## src/rtl/mem_access_controller.sv

```systemverilog
// M-stage data-memory sequencer: one access at a time over a req/gnt/rvalid port,
// stalling the pipeline until the access completes, is rejected, or times out.

module mem_access_lane #(
  parameter int LANE = 0
) (
  input  logic       i_byte_op,
  input  logic [1:0] i_lane,
  input  logic [7:0] i_store_byte,
  input  logic [7:0] i_word_byte,
  output logic       o_be,
  output logic [7:0] o_wdata
);
  // Byte stores replicate the low byte so the memory can pick any lane via be.
  assign o_be    = i_byte_op ? (i_lane == 2'(LANE)) : 1'b1;
  assign o_wdata = i_byte_op ? i_store_byte : i_word_byte;
endmodule

module mem_access_controller #(
  parameter int DATA_WIDTH     = 32,
  parameter int TIMEOUT_CYCLES = 16,
  parameter int CNT_WIDTH      = $clog2(TIMEOUT_CYCLES)
) (
  input  logic                    clk,
  input  logic                    rst_ni,
  input  logic                    memory_m_i,
  input  logic                    mem_write_m_i,
  input  logic                    byte_op_m_i,
  input  logic [DATA_WIDTH-1:0]   alu_result_m_i,
  input  logic [DATA_WIDTH-1:0]   write_data_m_i,
  output logic                    stall_o,
  output logic [DATA_WIDTH-1:0]   read_data_o,
  output logic                    read_valid_o,
  output logic                    err_o,
  output logic                    mem_req_o,
  output logic                    mem_we_o,
  output logic [DATA_WIDTH-1:0]   mem_addr_o,
  output logic [DATA_WIDTH/8-1:0] mem_be_o,
  output logic [DATA_WIDTH-1:0]   mem_wdata_o,
  input  logic                    mem_gnt_i,
  input  logic                    mem_rvalid_i,
  input  logic [DATA_WIDTH-1:0]   mem_rdata_i
);
  localparam int NUM_LANES = DATA_WIDTH / 8;

  localparam logic [1:0] S_IDLE = 2'd0;
  localparam logic [1:0] S_REQ  = 2'd1;
  localparam logic [1:0] S_WAIT = 2'd2;
  localparam logic [1:0] S_DONE = 2'd3;

  typedef struct packed {
    logic                    we;
    logic                    byte_op;
    logic [DATA_WIDTH-1:2]   addr_hi;
    logic [1:0]              lane;
    logic [NUM_LANES-1:0]    be;
    logic [DATA_WIDTH-1:0]   wdata;
  } req_t;

  logic [1:0]           r_state;
  logic [CNT_WIDTH-1:0] r_cnt;
  req_t                 r_req;
  logic [DATA_WIDTH-1:0] r_rdata;
  logic                 r_rvalid;
  logic                 r_err;

  logic [NUM_LANES-1:0]        w_be;
  logic [NUM_LANES-1:0][7:0]   w_wdata;
  req_t                        w_req_next;
  logic                        w_misalign;
  logic                        w_tmo;
  logic [CNT_WIDTH-1:0]        w_cnt_inc;
  logic [7:0]                  w_rbyte;
  logic [DATA_WIDTH-1:0]       w_load_data;
  logic                        w_in_req;

  for (genvar g = 0; g < NUM_LANES; g++) begin : g_lane
    mem_access_lane #(.LANE(g)) u_lane (
      .i_byte_op   (byte_op_m_i),
      .i_lane      (alu_result_m_i[1:0]),
      .i_store_byte(write_data_m_i[7:0]),
      .i_word_byte (write_data_m_i[8*g +: 8]),
      .o_be        (w_be[g]),
      .o_wdata     (w_wdata[g])
    );
  end

  always_comb begin
    w_req_next         = '0;
    w_req_next.we      = mem_write_m_i;
    w_req_next.byte_op = byte_op_m_i;
    w_req_next.addr_hi = alu_result_m_i[DATA_WIDTH-1:2];
    w_req_next.lane    = alu_result_m_i[1:0];
    w_req_next.be      = w_be;
    w_req_next.wdata   = w_wdata;
  end

  assign w_misalign = !byte_op_m_i && (alu_result_m_i[1:0] != 2'b00);
  assign w_tmo      = (r_cnt == CNT_WIDTH'(TIMEOUT_CYCLES - 1));
  // Saturate so a load granted on the last REQ cycle still times out in WAIT.
  assign w_cnt_inc  = w_tmo ? r_cnt : r_cnt + CNT_WIDTH'(1);

  assign w_rbyte     = mem_rdata_i[{r_req.lane, 3'b000} +: 8];
  assign w_load_data = r_req.byte_op ? {{(DATA_WIDTH-8){1'b0}}, w_rbyte} : mem_rdata_i;

  always_ff @(posedge clk or negedge rst_ni) begin
    if (!rst_ni) begin
      r_state  <= S_IDLE;
      r_cnt    <= '0;
      r_req    <= '0;
      r_rdata  <= '0;
      r_rvalid <= 1'b0;
      r_err    <= 1'b0;
    end else begin
      r_rdata  <= '0;
      r_rvalid <= 1'b0;
      r_err    <= 1'b0;
      case (r_state)
        S_IDLE: begin
          if (memory_m_i) begin
            if (w_misalign) begin
              r_err   <= 1'b1;
              r_state <= S_DONE;
            end else begin
              r_req   <= w_req_next;
              r_cnt   <= '0;
              r_state <= S_REQ;
            end
          end
        end
        S_REQ: begin
          r_cnt <= w_cnt_inc;
          if (mem_gnt_i) begin
            r_state <= r_req.we ? S_DONE : S_WAIT;
          end else if (w_tmo) begin
            r_err   <= 1'b1;
            r_state <= S_DONE;
          end
        end
        S_WAIT: begin
          r_cnt <= w_cnt_inc;
          if (mem_rvalid_i) begin
            r_rdata  <= w_load_data;
            r_rvalid <= 1'b1;
            r_state  <= S_DONE;
          end else if (w_tmo) begin
            r_err   <= 1'b1;
            r_state <= S_DONE;
          end
        end
        S_DONE:  r_state <= S_IDLE;
        default: r_state <= S_IDLE;
      endcase
    end
  end

  assign w_in_req = (r_state == S_REQ);

  // DONE releases the stall so the finished instruction leaves M exactly once.
  assign stall_o      = rst_ni && ((r_state == S_IDLE) ? memory_m_i : (r_state != S_DONE));
  assign read_data_o  = r_rdata;
  assign read_valid_o = r_rvalid;
  assign err_o        = r_err;
  assign mem_req_o    = w_in_req;
  assign mem_we_o     = w_in_req && r_req.we;
  assign mem_addr_o   = w_in_req ? {r_req.addr_hi, 2'b00} : '0;
  assign mem_be_o     = w_in_req ? r_req.be : '0;
  assign mem_wdata_o  = w_in_req ? r_req.wdata : '0;

endmodule

```

## config.mk

```make
export PLATFORM = sky130hd
export DESIGN_NAME = mem_access_controller
export DESIGN_NICKNAME = d
export VERILOG_FILES = /design/src/rtl/mem_access_controller.sv
export SDC_FILE = /design/constraint.sdc
export NUM_CORES = 1
export LEC_CHECK = 0
export CORE_UTILIZATION = 44
export CTS_CLUSTER_DIAMETER = 60
export DETAILED_ROUTE_END_ITERATION = 10
export PLACE_DENSITY_LB_ADDON = 0.1
export RECOVER_POWER = 25
export SKIP_CTS_REPAIR_TIMING = 1
export SYNTH_ARGS = -nofsm -noshare
export SYNTH_HDL_FRONTEND = slang
export SYNTH_SLANG_ARGS = --single-unit
```

## constraint.sdc

```tcl
create_clock -name clk -period 2 [get_ports clk]
set_clock_uncertainty 0.05 [all_clocks]
set_input_delay 0.4 -clock clk [delete_from_list [all_inputs] [get_ports clk]]
set_output_delay 0.4 -clock clk [all_outputs]
set_load 0.01 [all_outputs]
```

==> out/summary.txt <==
FILL cells = 917
worst hold margin = 0.397 ns
Max H-tree Level = 3
Initial Utilization = 45.1%
first-pass GRT wire length = 21,000 um
Layout area overhead = 52.1%
Max Slew Vio Count = 0
failing checks = negative setup slack
starting DRC count in detailed routing = 290
CTS root buffer = clkbuf_16
num ports = 208
Syn Inst Count = 545
ant diodes = 0
class of the worst hold path = in -> reg
I/O Buffers = 205
LEAKAGE = 3.90 nW
vias in the first global route = 4,338
worst skew pair latency = 0.34 ns
Rows = 39
Nets = 871
initial antenna violation count = 0
normalized max-slew margin = 2.20%
pin count of the biggest net entering global routing = 111
final setup fails = 6
kind of critical path = reg -> out
via/cell ratio = 4.92
Via Count = 4,485
status = finished, violations left
Peak VDD IR = 0.601 mV
Reg clk slew, reported paths = 0.07 ns
register area = 0.00275 mm2
RSZ-0062 raised after global routing = yes
Worst Path Arrival = 1.57 ns
Hold Fails Final Rpt = 0
clk sink count = 110
Routed wire per std cell = 15.7 um
Synth Cell Area = 0.00515 mm2
Post-DRT Antenna Nets = 0
setup_tns = -0.139 ns
clk buf depth = 2
# Max-Cap Violations = 0
layout cells sized above 1 = 19.8%
final global-route overflow total = 0
crit path launch type = flop
Yosys Warn Count = 0
Die H = 110 um
post-layout util = 68.6%
CTS tree = yes
ratio of final minimum period to clock period = 101%
required time worst endpoint = 1.55 ns
synthesized flop and latch total = 110
Critical Path End Type = output port
Netlist cell types = 33
Final min period = 2.02 ns
Die W = 110 um
Pwr per Cell Area = 1240 mW/mm2
Die ar. = 0.0121 mm2
post-DP HPWL = 9910 um
Routability Congestion = 0.847
core area = 0.0114 mm2
gr usage total = 22.8%
multi-input logic area = 0.00229 mm2
first-pass detailed-route iteration total = 4
fmax = 494 MHz
worst setup margin = -0.0245 ns
WL final = 14,300 um
# DRC = 0
average size of a mapped cell = 9.45 um2
Worst Path Max Fanout = 6
register area share after synthesis = 53.5%
Num CTS Buffers = 9
Worst-Margin Slew = 1.47 ns
[cells in the mapped netlist]
cell / count / area [um2]
mux2_2: 1 / 11.3
a32o_1: 2 / 20.0
nand2b_1: 13 / 81.3
o21ai_0: 43 / 215
ha_1: 5 / 62.6
inv_1: 4 / 15.0
o311a_4: 1 / 21.3
nor2_4: 1 / 11.3
clkbuf_2: 1 / 5.00
and2b_1: 1 / 7.51
buf_4: 11 / 82.6
conb_1: 1 / 3.75
nand4_1: 1 / 6.26
mux2i_1: 32 / 320
nand2_1: 159 / 597
clkbuf_1: 14 / 52.6
o21ai_1: 3 / 15.0
o211a_1: 2 / 20.0
o31a_1: 1 / 8.76
nor3_1: 1 / 5.00
dfrtp_1: 110 / 2750
nor2b_1: 3 / 18.8
buf_2: 10 / 50.1
and3_1: 1 / 6.26
a31oi_1: 3 / 18.8
a211oi_1: 1 / 7.51
nand3_1: 5 / 25.0
nor2_1: 6 / 22.5
a41oi_1: 1 / 8.76
a21oi_1: 13 / 65.1
o21a_1: 2 / 15.0
o211ai_4: 1 / 21.3
and2_1: 92 / 576
[kinds of logic (layout without fill, tap and decap cells)]
logic type | count (synthesis) | in the layout | synth area share, %
AO/OA/AOI/OAI | 73 | 73 | 8.48
adder cells (fa/ha/maj) | 5 | 5 | 1.22
buffers and inverters | 40 | 262 | 3.99
flip-flops | 110 | 110 | 53.5
multiplexers | 33 | 33 | 6.44
other | 1 | 2 | 0.0728
AND/OR/NAND/NOR | 283 | 283 | 26.3
[layer usage]
layer  up-vias  track usage (%)  part of all wire [%]
li1       2185                -                     -
met1      2120             30.0                    45
met2       159             37.0                    47
met3        21             4.94                   6.2
met4         0             8.74                   2.0
met5         -                0                     0
[path summary, 6_finish.rpt]
| path | from | end | slack, ns | depth (start not counted) |
|---|---|---|---|---|
| setup / recovery | r_state[0]$_DFFE_PN0P_ | mem_wdata_o[3] | -0.02 | 6 |
| hold / removal | byte_op_m_i | r_req[68]$_DFFE_PN0P_ | 0.40 | 2 |
| setup reg to reg | r_state[0]$_DFFE_PN0P_ | r_cnt[3]$_DFFE_PN0P_ | 0.08 | 8 |
| hold reg to reg | r_req[59]$_DFFE_PN0P_ | r_req[59]$_DFFE_PN0P_ | 0.42 | 2 |
| max in group asynchronous | rst_ni | r_state[0]$_DFFE_PN0P_ | 0.35 | 2 |
| min in group asynchronous | rst_ni | r_req[45]$_DFFE_PN0P_ | 0.55 | 2 |
[flip-flops by register name, summed over array words and instances, names as in the netlist]
signal / count
r_req: 70
read_data_o: 32
r_cnt: 4
r_state: 2
err_o: 1
read_valid_o: 1
[layout by cell type, fill, tap and decap left out, types with 3 or more instances in the layout]
cell / Yosys / layout
and2_4: 0 / 21
and2_1: 92 / 71
buf_12: 0 / 8
ha_4: 0 / 3
a21oi_1: 13 / 13
a31oi_1: 3 / 3
clkbuf_2: 1 / 16
o21ai_0: 43 / 43
dlymetal6s2s_1: 0 / 3
nand2b_1: 13 / 13
nand2_1: 159 / 159
clkbuf_16: 0 / 12
buf_6: 0 / 20
o21ai_1: 3 / 3
clkdlybuf4s50_1: 0 / 134
nor2_1: 6 / 6
buf_2: 10 / 35
nor2b_1: 3 / 3
buf_4: 11 / 22
mux2i_1: 32 / 32
dfrtp_1: 110 / 109
nand3_1: 5 / 5
[worst max-delay path, stage by stage, from the launching register on]
cell,delay (ns)
dfrtp_2,0.43
ha_4,0.18
buf_4,0.13
buf_6,0.12
buf_6,0.12
and2_4,0.13
buf_6,0.12
[final cells by class]
cell class	count	share of cell area [%]
Clock buffer	12	3.15
Clock inverter	4	0.990
Inverter	4	0.192
Multi-Input combinational cell	396	29.3
Sequential cell	110	35.2
Tap cell	143	2.28
Timing Repair Buffer	242	28.9
[metrics by stage]
stage / worst slack (ns) / total power, mW / instances / area (um2)
after floorplan: 0.171 / 5.42 / 546 / 5150
after global placement: -0.107 / 7.21 / 881 / 7420
after detailed placement: -0.117 / 7.35 / 881 / 7420
after CTS: -0.501 / 9.30 / 897 / 7750
after global routing: -0.0660 / 10.4 / 911 / 7830
final: -0.0245 / 9.73 / 911 / 7830
[power by group]
part / internal, mW / switching, mW
logic: 2.28 / 2.03
clock network: 1.14 / 0.807
registers: 3.01 / 0.461
total: 6.43 / 3.30
Note: power is estimated with default switching activity, not from simulation.
